### config.mk
export PLATFORM = sky130hd
export DESIGN_NAME = instr_mem_stream
export DESIGN_NICKNAME = d
export VERILOG_FILES = /design/src/rtl/instr_mem_stream.sv
export SDC_FILE = /design/constraint.sdc
export NUM_CORES = 2
export LEC_CHECK = 0
export CORE_ASPECT_RATIO = 1.1
export CORE_MARGIN = 1.5
export CORE_UTILIZATION = 45
export DETAILED_ROUTE_END_ITERATION = 8
export GPL_ROUTABILITY_DRIVEN = 0
export GPL_TIMING_DRIVEN = 1
export PLACE_DENSITY = 0.57
export SLEW_MARGIN = 20
export SYNTH_ARGS = -nofsm -noshare
export SYNTH_HDL_FRONTEND = slang
export SYNTH_SLANG_ARGS = --single-unit
### constraint.sdc
create_clock -name clk -period 3.8 [get_ports clk]
set_input_delay 0.76 -clock clk [delete_from_list [all_inputs] [get_ports clk]]
set_output_delay 0.76 -clock clk [all_outputs]
set_load 0.01 [all_outputs]
### src/rtl/instr_mem_stream.sv
// instr_mem_stream
//   Writable instruction memory with a registered, valid/ready-handshaked
//   read port for the fetch stage.
//
//   Ports:
//     clk        clock, rising-edge active
//     rst        asynchronous active-low reset (clears response register only)
//     load_en    write load_data into the array at load_idx this cycle
//     load_idx   word index to write (indices >= DEPTH are dropped)
//     load_data  word to write
//     req_valid  fetch request present
//     req_addr   byte address (PC) of the fetch
//     req_ready  request will be accepted this cycle
//     flush      discard held / in-flight response, block acceptance
//     rsp_valid  response present
//     rsp_ready  consumer takes the response this cycle
//     rsp_instr  fetched word, or NOP_WORD on fault
//     rsp_pc     req_addr of the request that produced the response
//     rsp_fault  {out_of_range, misaligned}
module instr_mem_stream #(
  parameter int                 DATA_W   = 32,
  parameter int                 DEPTH    = 64,
  parameter int                 IDX_W    = $clog2(DEPTH),
  parameter logic [DATA_W-1:0]  NOP_WORD = 32'hE1A00000
) (
  input  logic              clk,
  input  logic              rst,
  input  logic              load_en,
  input  logic [IDX_W-1:0]  load_idx,
  input  logic [DATA_W-1:0] load_data,
  input  logic              req_valid,
  input  logic [31:0]       req_addr,
  output logic              req_ready,
  input  logic              flush,
  output logic              rsp_valid,
  input  logic              rsp_ready,
  output logic [DATA_W-1:0] rsp_instr,
  output logic [31:0]       rsp_pc,
  output logic [1:0]        rsp_fault
);

  logic [DATA_W-1:0] mem [DEPTH];

  logic              accept;
  logic              misalign;
  logic              out_range;
  logic [IDX_W-1:0]  rd_idx;
  logic [DATA_W-1:0] rd_word;

  // Array is intentionally not reset; it survives rst.
  always_ff @(posedge clk) begin
    if (load_en && (32'(load_idx) < 32'(DEPTH))) begin
      mem[load_idx] <= load_data;
    end
  end

  // Loads and flushes block fetches, so a read never sees a same-cycle write.
  assign req_ready = rst & ~load_en & ~flush & (~rsp_valid | rsp_ready);
  assign accept    = req_valid & req_ready;

  // Full 30-bit word-index compare: high address bits never alias into range.
  assign misalign  = (req_addr[1:0] != 2'b00);
  assign out_range = ({2'b00, req_addr[31:2]} >= 32'(DEPTH));
  assign rd_idx    = req_addr[IDX_W+1:2];

  always_comb begin
    rd_word = NOP_WORD;
    if (!misalign && !out_range) begin
      rd_word = mem[rd_idx];
    end
  end

  always_ff @(posedge clk or negedge rst) begin
    if (!rst) begin
      rsp_valid <= 1'b0;
      rsp_instr <= '0;
      rsp_pc    <= '0;
      rsp_fault <= '0;
    end else if (flush) begin
      rsp_valid <= 1'b0;
    end else if (accept) begin
      rsp_valid <= 1'b1;
      rsp_instr <= rd_word;
      rsp_pc    <= req_addr;
      rsp_fault <= {out_range, misalign};
    end else if (rsp_valid && rsp_ready) begin
      rsp_valid <= 1'b0;
    end
  end

endmodule

* After elaboration in Yosys (flattened, before gate mapping)
Memory sizes are Yosys's and may differ from the RTL's.
Index checks and enable logic that the tools add are counted.
** Storage, ports and cells
- Register bits :: 67
- Memory bits (writable) :: 2048
- Bits of input ports :: 76
- Output and inout port bits :: 68
- Memories kept :: 1
** Operators by class
- Order comparisons :: 1
- Mux-type cells :: 6
- Bitwise gates (word level) :: 8
- Reduce and logical (&&, ||, !) cells :: 7
** Memory list
- mem :: depth 64, bits a word 32, rd ports 1, clocked after memory_dff 0, wr ports 1, line 42 : logic [DATA_W-1:0] mem [DEPTH];
** Operator list (number)
- $mux W32 :: 1
- $ge A30 B7 Y1 const B :: 1
- $mux W1 :: 5
- $and A1 B1 Y1 :: 4
- $not A1 Y1 :: 3
- $reduce_bool A3 Y1 :: 1
- $logic_and A1 B1 Y1 :: 2
- $logic_not A1 Y1 :: 2
- $reduce_and A2 Y1 :: 1
- $reduce_bool A2 Y1 :: 1
- $or A1 B1 Y1 :: 1

* Longest topological paths before layout
- Depth after elaboration :: 7
- Depth in mapped cells :: 11
- Gate-level depth less buffers :: 5

* Worst setup path before layout
OpenSTA, ideal clock, no wires.
- Path kind :: input to register
- Start :: input port load_idx[3]
- End :: memory mem[48][0], enable pin
- Setup time :: 0.461 ns
- Arrival time :: 3.459 ns
- Required time :: 3.339 ns
- Slack :: -0.120 ns
- Cell stages on the path :: 4
- Path buffers :: 1
- Cells stage by stage :: clkbuf_1 nor2b_1 nand4b_1 nor3_1
** RTL lines
- start: declaration :: line 29 : input logic [IDX_W-1:0] load_idx,
- end: declaration :: line 42
Straight into the memory's write port.

* Worst setup path in the final report
- Start :: input port rst
- End :: output port req_ready
** On the way
- Word-level cells in the longest chain between the ends :: 3
** RTL lines
- start: declaration :: line 27 : input logic rst,
- $and A1 B1 Y1 (3 in series) :: line 58 : assign req_ready = rst & ~load_en & ~flush & (~rsp_valid | rsp_ready);
- end: declaration :: line 33 : output logic req_ready,
No other way between the ends.

==> flow_metrics.env <==
export IMPL_outcome="finished, final reports clean"
export IMPL_p_leak_nw=30.4
export IMPL_worstReg2RegEnd="rsp_instr[26]$_DFFE_PN0P_"
export IMPL_via_per_inst=6.09
export IMPL_drc=0
export IMPL_root_buffer="clkbuf_16"
export IMPL_synth_main_ff_cell="edfxtp_1"
export IMPL_grt_pass1_wl_um=325000
export IMPL_placedCellCount=6415
export IMPL_track_usage=0.256
export IMPL_ant_nets=0
export IMPL_fp_coreArea_sq_mm=0.179
export IMPL_io_buffers=143
export IMPL_yosys_top_cells_count="edfxtp_1, mux4_2, mux2i_1"
export IMPL_syn_nets=3841
export IMPL_grt_pass1_vias=41716
export IMPL_dr_pass1_iters=5
export IMPL_yosys_area_top_type_share=0.757
export IMPL_whs_path_depth=1
export IMPL_hold_path_startpoint="load_data[1]"
export IMPL_nNetsFinal=4306
export IMPL_antenna_found_initial=19
export IMPL_hold_viol=0
export IMPL_synthCells=3765
export IMPL_cts_resized=0
export IMPL_placed_area_sq_mm=0.0883
export IMPL_cts_tree="done"
export IMPL_slew_violations=0
export IMPL_ir_worst_vdd_uv=417
export IMPL_power_frac_comb=0.058
export IMPL_yosysTopAreaCell="edfxtp_1"
export IMPL_seq_power_share=0.531
export IMPL_cts_sinks=2115
export IMPL_switchingPower_mw=10.5
export IMPL_netSwitchingFraction=0.217
export IMPL_crit_arrival_ps=2380
export IMPL_r2r_start="mem[63][26]$_DFFE_PP_"
export IMPL_h_tree_depth=4
export IMPL_wl_per_cell_um=34.4
export IMPL_dp_hpwl_um=140000
export IMPL_ys_ff_latch=2115
export IMPL_rrSetupSlack_ps=1070
export IMPL_synth_area_sq_mm=0.0812
export IMPL_yosysSeqAreaShare=0.778
export IMPL_cts_buffers=204
export IMPL_critPathLaunchType="input port"
export IMPL_clock_skew_ps=31.0
export IMPL_period_needed_ps=3140
export IMPL_synth_distinct_cells=68
export IMPL_cts_hold_buffers=1
export IMPL_syn_area_per_cell_sq_um=21.6
export IMPL_whs_endpoint="mem[32][1]$_DFFE_PP_"
export IMPL_rr_worst_depth=5
export IMPL_gr_total_overflow=0
export IMPL_fin_crit_sh=0.826
export IMPL_clock_latency_ps=860
export IMPL_syn_to_final_growth_pct=16.9
export IMPL_ys_warnings_count=0
export IMPL_io_pins=144
export IMPL_yosys_top_cells_area="edfxtp_1, mux4_2, mux2i_1, dfrtp_1, nand2_1"
export IMPL_maxCapViolCount=0
export IMPL_std_cell_rows=163
export IMPL_fmax_ghz=0.318
export IMPL_start_util=0.453
export IMPL_wl_um=235000
export IMPL_finalSetupViolCount=0
export IMPL_powerDensity_mw_per_mm2=513
export IMPL_worstPathMaxFanout=3
export IMPL_fp_dieW_um=408
export IMPL_initialDrtViolationCount=5016
export IMPL_endpoint_kind="output port"
export IMPL_p_int_mw=38.1
export IMPL_critPathKind="in -> out"
export IMPL_drive_above_1_share=0.278
export IMPL_grt_setup_unrepaired="false"
export IMPL_min_path_type="in -> reg"
export IMPL_clk_pin_slew_ps=60
export IMPL_worst_slew_pin_slew_ps=1100
export IMPL_grt_max_degree=65
export IMPL_yosys_cell_count_top_type="edfxtp_1"
export IMPL_vias=41466
export IMPL_final_cells=6811
export IMPL_post_cts_buffers=0
export IMPL_critPathRequiredTime_ps=3040
export IMPL_timing_setup_tns_ps=0
export IMPL_relSlewSlack=0.266
export IMPL_p_clk_frac=0.411
export IMPL_synth_edf_count=2048
export IMPL_die_h_um=449
export IMPL_postLayoutCellArea_sq_mm=0.0949
export IMPL_async_reset_ff_frac=0.0317
export IMPL_dieArea_sq_mm=0.183
export IMPL_clockBufferDepth=3
## how the worst max path moves through the flow
| stage | startpoint | to | slack [ps] | cells past startpoint |
|---|---|---|---|---|
| final | rst | req_ready | 660 | 5 |
| after global routing | req_addr[2] | rsp_instr[8]$_DFFE_PN0P_ | 550 | 8 |
| after CTS | rst | req_ready | 650 | 5 |
| after detailed placement | req_addr[2] | rsp_instr[26]$_DFFE_PN0P_ | -200 | 9 |
| after global placement | req_addr[2] | rsp_instr[26]$_DFFE_PN0P_ | -160 | 9 |
| after floorplan | load_idx[5] | mem[39][0]$_DFFE_PP_ | 390 | 4 |
## metrics by stage
stage	hold WS (ps)	total power, mW	util	worst slack, ps
final	311	48.7	0.529	660
after global routing	277	49.9	0.529	548
after CTS	268	49.0	0.529	655
after detailed placement	466	29.2	0.493	-196
after global placement	457	29.1	0.493	-163
after floorplan	464	27.7	-	388
## flip-flops by register name, summed over array words and instances, names as in the netlist
name / cells
rsp_pc: 32
rsp_fault: 2
rsp_instr: 32
rsp_valid: 1
mem: 2048
## cells in the final DEF (no fill, tap or decap), types with 12 or more instances in the layout
cell,instances
a22oi_1,51
nand4_1,17
nor2_4,62
clkbuf_16,207
a2111oi_0,16
nand2b_1,13
nor3_1,12
nor2b_1,20
o21ai_0,27
a21oi_1,20
o22ai_1,75
mux4_2,434
nor2_1,41
clkinv_1,47
clkinv_2,38
nand2_1,179
a211oi_1,28
buf_4,243
clkbuf_1,49
nand3_1,16
buf_2,26
mux2_2,54
buf_12,96
edfxtp_1,2048
dfrtp_1,67
clkdlybuf4s50_1,104
nor4_1,12
bufinv_16,15
mux2i_1,203
## worst max-delay path: stages
cell and delay (ps):
dlygate4sd3_1 520, buf_4 140, nor2b_1 200, and3b_1 200, clkdlybuf4s50_1 550
## power by group through the flow
stage               clock, mW  sequential [mW]  combinational, mW
floorplan                   0             26.4               1.30
global placement            0             26.4               2.79
detailed placement          0             26.4               2.82
CTS                      20.3             25.9               2.82
global route             21.1             25.9               2.94
finish                   20.0             25.9               2.81
## kinds of logic after synthesis
logic type	Yosys count	synth area share
multiplexers	691	0.153
buffers and inverters	216	0.0169
flip-flops	2115	0.778
AO/OA/AOI/OAI	319	0.0284
AND/OR/NAND/NOR	424	0.0241
## final cells by class
| cell class | count | area, sq um |
|---|---|---|
| diodes | 11 | 27.5 |
| clock buffers | 267 | 5520 |
| clock inverters | 117 | 1030 |
| fillers | 13877 | 84300 |
| inverters | 2 | 10.0 |
| multi-input cells | 1434 | 17200 |
| flip-flops and latches | 2115 | 63200 |
| well taps | 2392 | 2990 |
| repair buffers | 473 | 4970 |
## routing by layer
layer  up-vias  routed length [um]  global-route usage
li1      16774                   -                   -
met1     22479               93700               0.345
met2      1837              114000               0.417
met3       368               18200              0.0513
met4         8                8090              0.0879
met5         -                  49                   0
(Power assumes the default switching activity.)
